--- src/rtl/bl_wl_frame_programmer.sv ---
// rtl/bl_wl_frame_programmer.sv - assembles bitline frames from a byte stream and strobes one wordline per row
// Optional per-frame parity check beat is enabled by defining BL_WL_FRAME_PARITY_EN.
module bl_wl_frame_programmer #(
  parameter int BL_W      = 160,
  parameter int WL_W      = 160,
  parameter int DATA_W    = 8,
  parameter int SETUP_CYC = 1,
  parameter int PULSE_CYC = 2,
  parameter int HOLD_CYC  = 1
) (
  input  logic              prog_clk,
  input  logic              pReset,
  input  logic              start,
  input  logic              din_valid,
  output logic              din_ready,
  input  logic [DATA_W-1:0] din,
  output logic [0:BL_W-1]   bl,
  output logic [0:WL_W-1]   wl,
  output logic              busy,
  output logic              done,
  output logic              err
);

  localparam int BEATS  = BL_W / DATA_W;
  localparam int BEAT_W = (BEATS > 1) ? $clog2(BEATS) : 1;
  localparam int ROW_W  = (WL_W > 1) ? $clog2(WL_W) : 1;
  localparam int T_MAX  = (SETUP_CYC > PULSE_CYC)
                          ? ((SETUP_CYC > HOLD_CYC) ? SETUP_CYC : HOLD_CYC)
                          : ((PULSE_CYC > HOLD_CYC) ? PULSE_CYC : HOLD_CYC);
  localparam int TCNT_W = (T_MAX > 1) ? $clog2(T_MAX) : 1;

  localparam logic [BEAT_W-1:0] BEAT_LAST  = BEAT_W'(BEATS - 1);
  localparam logic [ROW_W-1:0]  ROW_LAST   = ROW_W'(WL_W - 1);
  localparam logic [TCNT_W-1:0] SETUP_LAST = TCNT_W'(SETUP_CYC - 1);
  localparam logic [TCNT_W-1:0] PULSE_LAST = TCNT_W'(PULSE_CYC - 1);
  localparam logic [TCNT_W-1:0] HOLD_LAST  = TCNT_W'(HOLD_CYC - 1);

  typedef enum logic [2:0] {
    S_IDLE,
    S_LOAD,
    S_CHECK,
    S_SETUP,
    S_PULSE,
    S_HOLD,
    S_DONE,
    S_ERR
  } state_t;

  state_t             state_q, state_d;
  logic [ROW_W-1:0]   row_q, row_d;
  logic [BEAT_W-1:0]  beat_q, beat_d;
  logic [TCNT_W-1:0]  tcnt_q, tcnt_d;
  logic [BL_W-1:0]    shadow_q, shadow_d;

  logic               din_ready_q, din_ready_d;
  logic [0:BL_W-1]    bl_q, bl_d;
  logic [0:WL_W-1]    wl_q, wl_d;
  logic               busy_q, busy_d;
  logic               done_q, done_d;
  logic               err_q, err_d;

  logic               accept;
  logic               drive_bl;

  // Handshake uses the registered ready, so din_valid never reaches din_ready combinationally.
  assign accept = din_valid && din_ready_q;

  always_comb begin
    state_d  = state_q;
    row_d    = row_q;
    beat_d   = beat_q;
    tcnt_d   = tcnt_q;
    shadow_d = shadow_q;

    case (state_q)
      S_IDLE, S_DONE: begin
        if (start) begin
          state_d = S_LOAD;
          row_d   = '0;
          beat_d  = '0;
          tcnt_d  = '0;
        end
      end
      S_LOAD: begin
        if (accept) begin
          shadow_d[int'(beat_q)*DATA_W +: DATA_W] = din;
          if (beat_q == BEAT_LAST) begin
            beat_d = '0;
`ifdef BL_WL_FRAME_PARITY_EN
            state_d = S_CHECK;
`else
            state_d = S_SETUP;
`endif
          end else begin
            beat_d = beat_q + 1'b1;
          end
        end
      end
`ifdef BL_WL_FRAME_PARITY_EN
      S_CHECK: begin
        // A failed check abandons the row before any wordline is touched.
        if (accept) begin
          state_d = (din[0] == ^shadow_q) ? S_SETUP : S_ERR;
        end
      end
`endif
      S_SETUP: begin
        if (tcnt_q == SETUP_LAST) begin
          tcnt_d  = '0;
          state_d = S_PULSE;
        end else begin
          tcnt_d = tcnt_q + 1'b1;
        end
      end
      S_PULSE: begin
        if (tcnt_q == PULSE_LAST) begin
          tcnt_d  = '0;
          state_d = S_HOLD;
        end else begin
          tcnt_d = tcnt_q + 1'b1;
        end
      end
      S_HOLD: begin
        if (tcnt_q == HOLD_LAST) begin
          tcnt_d = '0;
          if (row_q == ROW_LAST) begin
            state_d = S_DONE;
          end else begin
            row_d   = row_q + 1'b1;
            state_d = S_LOAD;
          end
        end else begin
          tcnt_d = tcnt_q + 1'b1;
        end
      end
      S_ERR: begin
        state_d = S_ERR;
      end
      default: begin
        state_d = S_IDLE;
      end
    endcase
  end

  // Outputs are derived from the next state so every port comes straight off a flop.
  always_comb begin
    drive_bl    = state_d inside {S_SETUP, S_PULSE, S_HOLD};
    din_ready_d = state_d inside {S_LOAD, S_CHECK};
    busy_d      = din_ready_d || drive_bl;
    done_d      = (state_d == S_DONE);
`ifdef BL_WL_FRAME_PARITY_EN
    err_d       = (state_d == S_ERR);
`else
    err_d       = 1'b0;
`endif
    bl_d = '0;
    for (int i = 0; i < BL_W; i++) begin
      bl_d[i] = drive_bl & shadow_d[i];
    end
    wl_d = '0;
    if (state_d == S_PULSE) begin
      wl_d[row_d] = 1'b1;
    end
  end

  always_ff @(posedge prog_clk) begin
    if (pReset) begin
      state_q     <= S_IDLE;
      row_q       <= '0;
      beat_q      <= '0;
      tcnt_q      <= '0;
      shadow_q    <= '0;
      din_ready_q <= 1'b0;
      bl_q        <= '0;
      wl_q        <= '0;
      busy_q      <= 1'b0;
      done_q      <= 1'b0;
      err_q       <= 1'b0;
    end else begin
      state_q     <= state_d;
      row_q       <= row_d;
      beat_q      <= beat_d;
      tcnt_q      <= tcnt_d;
      shadow_q    <= shadow_d;
      din_ready_q <= din_ready_d;
      bl_q        <= bl_d;
      wl_q        <= wl_d;
      busy_q      <= busy_d;
      done_q      <= done_d;
      err_q       <= err_d;
    end
  end

  assign din_ready = din_ready_q;
  assign bl        = bl_q;
  assign wl        = wl_q;
  assign busy      = busy_q;
  assign done      = done_q;
  assign err       = err_q;

endmodule

--- config.mk ---
export PLATFORM = sky130hd
export DESIGN_NAME = bl_wl_frame_programmer
export DESIGN_NICKNAME = d
export VERILOG_FILES = /design/src/rtl/bl_wl_frame_programmer.sv
export SDC_FILE = /design/constraint.sdc
export NUM_CORES = 1
export LEC_CHECK = 0
export ABC_CLOCK_PERIOD_IN_PS = 4700
export BUFFER_PORTS_ARGS = -buffer_cell sky130_fd_sc_hd__buf_2
export CORE_ASPECT_RATIO = 1.1
export CORE_MARGIN = 1
export CORE_UTILIZATION = 30
export DETAILED_ROUTE_END_ITERATION = 10
export MAX_ROUTING_LAYER = met4
export PLACE_DENSITY_LB_ADDON = 0.25
export RECOVER_POWER = 25
export SYNTH_ARGS = -nofsm -noshare
export SYNTH_HDL_FRONTEND = slang
export SYNTH_SLANG_ARGS = --single-unit
export TNS_END_PERCENT = 30
--- constraint.sdc ---
create_clock -name prog_clk -period 4.7 [get_ports prog_clk]
set_input_delay 0.47 -clock prog_clk [delete_from_list [all_inputs] [get_ports prog_clk]]
set_output_delay 0.47 -clock prog_clk [all_outputs]
set_load 0.02 [all_outputs]
Yosys cells after proc, flatten, opt, wreduce, memory -nomap -nowiden --
Cells that the tools add are included.
Storage, ports and cells: bits in latches 0, memories kept 0, bits in writable memories 0, bits in registers 500, input port bits 12, logic and storage cells 234, bits in read-only memories 0, output and inout port bits 324
Operators by class: reduce and logical (&&, ||, !) cells 13, add/sub/neg operators 4, muxes and demuxes 25, eq/ne operators 16, $mul 0, order comparisons 2, bitwise gates (word level) 162, shifts and indexed selects 2, divide/modulo/power cells 0
Operator list (number):
- $mux W160 | 2
- $and A1 B1 Y1 | 160
- $bwmux W160 | 1
- $shift A8 B33 Y160 const A | 1
- $shiftx A8 B33 Y160 | 1
- $neg A8 Y33 | 1
- $mux W8 | 3
- $eq A3 B3 Y1 const B | 7
- $mux W3 | 7
- $pmux W3 S6 | 1
- $pmux W8 S2 | 1
- $mux W5 | 3
- $pmux W5 S2 | 1
- $eq A3 B2 Y1 const B | 3
- $ge A9 B9 Y1 const B | 1
- $lt A9 B1 Y1 const B | 1
- $not A8 Y9 | 1
- $add A8 B1 Y8 const B | 1
- $demux W1 S8 | 1
- $eq A8 B8 Y1 const B | 1
- $eq A3 B1 Y1 const B | 2
- $reduce_bool A3 Y1 | 2
- $reduce_or A2 Y1 | 3
- $add A5 B1 Y5 const B | 1
- 12 further kinds | 18

Longest topological paths before layout --
depth in word-level cells 9, depth in mapped cells 14

Worst setup path after synthesis --
Ideal clock, no wire load.
path kind reg-to-reg, start point register beat_q[0], end point register bl_q (netlist bit bl[88]), clock period less this slack 3.497 ns, path slack 1.203 ns, path buffers 4, cell stages (with the launch flop) 15, arrival time 3.365 ns, cells stage by stage dfxtp_1 clkbuf_1 inv_1 ha_1 clkbuf_1 inv_1 nor3_1 ha_1 inv_1 or4_4 buf_4 or4_1 clkbuf_1 mux2i_1 nor3_1
Between the ends: word-level cells in the longest chain between the ends 7, elaborated cells between the ends (all ways) 15
Ends and longest elaborated chain:
- start, declared | RTL line 51 | logic [BEAT_W-1:0] beat_q, beat_d;
- start signal, assigned | RTL line 182 | beat_q <= beat_d;
- parallel branches: the longest is 6 deep, another holds $neg A8 Y33
- $and A1 B1 Y1 * | RTL line 158 | bl_d[i] = drive_bl & shadow_d[i];
- end signal, assigned | RTL line 186 | bl_q <= bl_d;
- end, declared | RTL line 56 | logic [0:BL_W-1] bl_q, bl_d;
Mark *: on every way between the ends. A chain may end at the register's enable or synchronous reset.

Worst setup path in the final report --
start point register beat_q[0], end point register bl_q (netlist bit bl[51])
Same word-level chain as after synthesis.

==> impl_metrics.json <==
{
  "antenna_found_initial": 3,
  "power.total_uw": 8505,
  "rows": 90,
  "hp-start": "din[6]",
  "maxSlewViolCount": 0,
  "grt_pass1_vias": 12790,
  "wl_per_cell_um": 18.63,
  "track_usage": 0.1781,
  "dpl.hpwl_um": 34230,
  "hold_buffers": 0,
  "vias": 13160,
  "period_share": 0.8177,
  "power_frac_clock": 0.470,
  "fill_cells": 5736,
  "ys.flop_type": "dfxtp_1",
  "final_cells": 2715,
  "post_synth_xor_area_fraction": 0.005194,
  "r2r_cells": 10,
  "core_sq_um": 55180,
  "cts-buffers-inserted": 51,
  "root_buffer": "clkbuf_16",
  "syn_area_sq_um": 16860,
  "async_flop_share": 0,
  "synth-compound-area-share": 0.04689,
  "syn_to_final_growth_pct": 21.49,
  "synth.area.mux_share": 0.07063,
  "crit_path_start_kind": "flip-flop",
  "ant_nets": 0,
  "yosys_warnings": 0,
  "dieArea_sq_um": 57170,
  "cts_sinks": 500,
  "intPower_uw": 6585,
  "min_period_ns": 3.843,
  "crit_type": "reg -> reg",
  "grt_pass1_wl_um": 77190,
  "globalplace.congestion": 0.8629,
  "cts.clk_slew.worst_paths_ns": 0.06,
  "synth_cells": 1670,
  "setup-violations-final": 0,
  "post_cts_buffers": 0,
  "synth_top_family_by_area": "simple AND/OR/NAND/NOR gates",
  "p_seq_frac": 0.500,
  "fmax_mhz": 260.2,
  "clk_latency_ns": 0.60,
  "wl_met2_um": 23890,
  "io_pins": 336,
  "yosys.area_share.simple": 0.2394,
  "dieWidth_um": 228.1,
  "postLayoutCoreUtil": 0.3713,
  "reg2reg_slack_ns": 0.86,
  "portBuffers": 334,
  "totalWireLength_um": 50590,
  "critPathCaptureType": "flip-flop",
  "p_leak_uw": 0.007625,
  "hold_depth": 3,
  "dpl.cell_count": 2623,
  "synth-edff-count": 0,
  "htreeDepth": 2,
  "p_sw_uw": 1920,
  "synth_area_per_cell_sq_um": 10.10,
  "peakVddDrop_uv": 288.3,
  "netSwitchingFraction": 0.2258,
  "worstMarginPinSlew_ns": 1.113,
  "fin_tns_setup_ns": 0,
  "tritoncts": "built",
  "hold_end": "shadow_q[22]$_SDFF_PP0_",
  "wl_met1_um": 21330,
  "start_util": 0.3056,
  "dr.pass1.iters": 5,
  "synthesis.nets": 1686,
  "rsz0062_at_grt": "false",
  "synth_fa_ha_area_frac": 0.003561,
  "nets": 1956,
  "die_h_um": 250.7,
  "drc_errors": 0,
  "yosysUniqueCellTypes": 76,
  "reg2reg_to": "bl[51]$_SDFF_PP0_",
  "synth-seq-cells": 500,
  "powerDensity_nw_per_um2": 415.1,
  "r2r-start": "beat_q[0]$_SDFFE_PP0P_",
  "highest_layer": "met4",
  "grt-ovfl-total": 0,
  "maxCapViolCount": 0,
  "seq_area_frac_synth": 0.5936,
  "clock_skew_ns": 0.01640,
  "drive_gt1_frac": 0.1442,
  "status": "completed",
  "drtIter0Drc": 789,
  "worst-endpoint-arrival_ns": 4.36,
  "finalHoldViolCount": 0,
  "hp-class": "in -> reg",
  "critPathRequiredTime_ns": 5.21,
  "grt_max_degree": 208,
  "p_comb_frac": 0.030,
  "cp_max_fo": 17,
  "clk_path_buf_depth": 3,
  "avgViaCountPerCell": 4.845,
  "wl_met3_um": 3767,
  "slew_headroom": 0.2524,
  "post_cts_resized": 0
}
==> worst max-delay path: stages (launching register included) <==
cell     delay, ns
dfxtp_1       0.64
inv_1         0.09
ha_1          0.35
inv_1         0.13
nor3_1        0.05
ha_1          0.34
inv_1         0.08
or4_4         0.70
or4_1         0.82
or2_2         0.39
a21oi_1       0.15
==> placed cells by master (no fill, tap or decap), drive strengths merged, types with 4 or more instances in the layout <==
cell type / count
and2: 20
or2: 15
inv: 27
nand2: 115
nor2b: 19
a21oi: 57
a211oi: 21
or4: 7
nor2: 153
nand2b: 5
clkbuf: 276
nor3: 166
xnor2: 7
nand3: 30
clkinv: 8
mux2i: 101
nand4: 22
mux2: 16
buf: 153
ha: 4
nand3b: 32
o211ai: 5
and3: 15
or3: 8
o21ai: 8
dfxtp: 500
nor4: 129
==> power by group through the flow <==
stage	sequential, uW	combinational [uW]	clock (uW)
final	4250	259	4000
after global routing	4250	282	4270
after CTS	4250	260	4100
after detailed placement	4340	260	0
after global placement	4340	259	0
after floorplan	4340	172	0
==> sequential cells by signal, indices dropped and copies added, names as in the netlist <==
register	cells
bl	160
shadow_q	160
wl	160
row_q	8
beat_q	5
state_q	3
busy	1
din_ready	1
done	1
tcnt_q	1
==> layout make-up <==
| cell class | instances | area, sq um | area share |
|---|---|---|---|
| inverter | 22 | 82.58 | 0.004031 |
| antenna | 3 | 7.507 | 0.0003664 |
| timing repair buffer | 358 | 1630 | 0.07958 |
| multi-input combinational | 1007 | 6188 | 0.3021 |
| sequential | 500 | 10010 | 0.4886 |
| tap | 736 | 920.9 | 0.04495 |
| clock inverter | 18 | 196.4 | 0.009588 |
| clock buffer | 71 | 1451 | 0.07084 |
==> per-layer routing <==
layer,GRT usage,vias to the layer above
met4,0.06462,0
met3,0.04781,89
met1,0.2147,6222
li1,-,6428
met2,0.2848,416
met5,-,-
==> through the flow <==
step,cell area [sq um],worst slack (ns),hold slack (ns)
floorplan,16860,1.203,0.4406
global placement,19090,0.9603,0.4497
detailed placement,19090,0.8607,0.4567
CTS,20730,0.8417,0.2642
global route,20480,0.6146,0.2940
finish,20490,0.8566,0.2943
==> cells by family (layout without fill, tap and decap cells) <==
family,after synthesis,after routing
AOI/OAI and AO/OA,118,118
DFF,500,500
adders and majority gates,5,5
xor gates and xnor gates,10,10
muxes,117,117
and+or+nand+nor,756,756
buffers and inverters,163,469
other,1,4
==> synthesized netlist by cell type (all sizes together), types with 20 or more instances <==
cell type | number | area (sq um)
nor2 | 153 | 574.3
inv | 22 | 82.58
nand3 | 30 | 150.1
nand4 | 22 | 137.6
a211oi | 21 | 162.6
a21oi | 57 | 296.5
nor3 | 166 | 835.8
nand3b | 32 | 240.2
and2 | 20 | 127.6
nor4 | 129 | 879.6
clkbuf | 100 | 375.4
nand2 | 115 | 431.7
mux2i | 101 | 1011
buf | 41 | 226.5
dfxtp | 500 | 10010
==> how the worst max path moves through the flow <==
stage	startpoint	end	cells after the start
after floorplan	beat_q[0]$_SDFFE_PP0P_	bl[88]$_SDFF_PP0_	14
after global placement	beat_q[0]$_SDFFE_PP0P_	bl[48]$_SDFF_PP0_	10
after detailed placement	beat_q[0]$_SDFFE_PP0P_	bl[51]$_SDFF_PP0_	10
after CTS	beat_q[0]$_SDFFE_PP0P_	bl[51]$_SDFF_PP0_	10
final	beat_q[0]$_SDFFE_PP0P_	bl[51]$_SDFF_PP0_	10
after global routing	beat_q[0]$_SDFFE_PP0P_	bl[54]$_SDFF_PP0_	10
(Power assumes the default switching activity.)
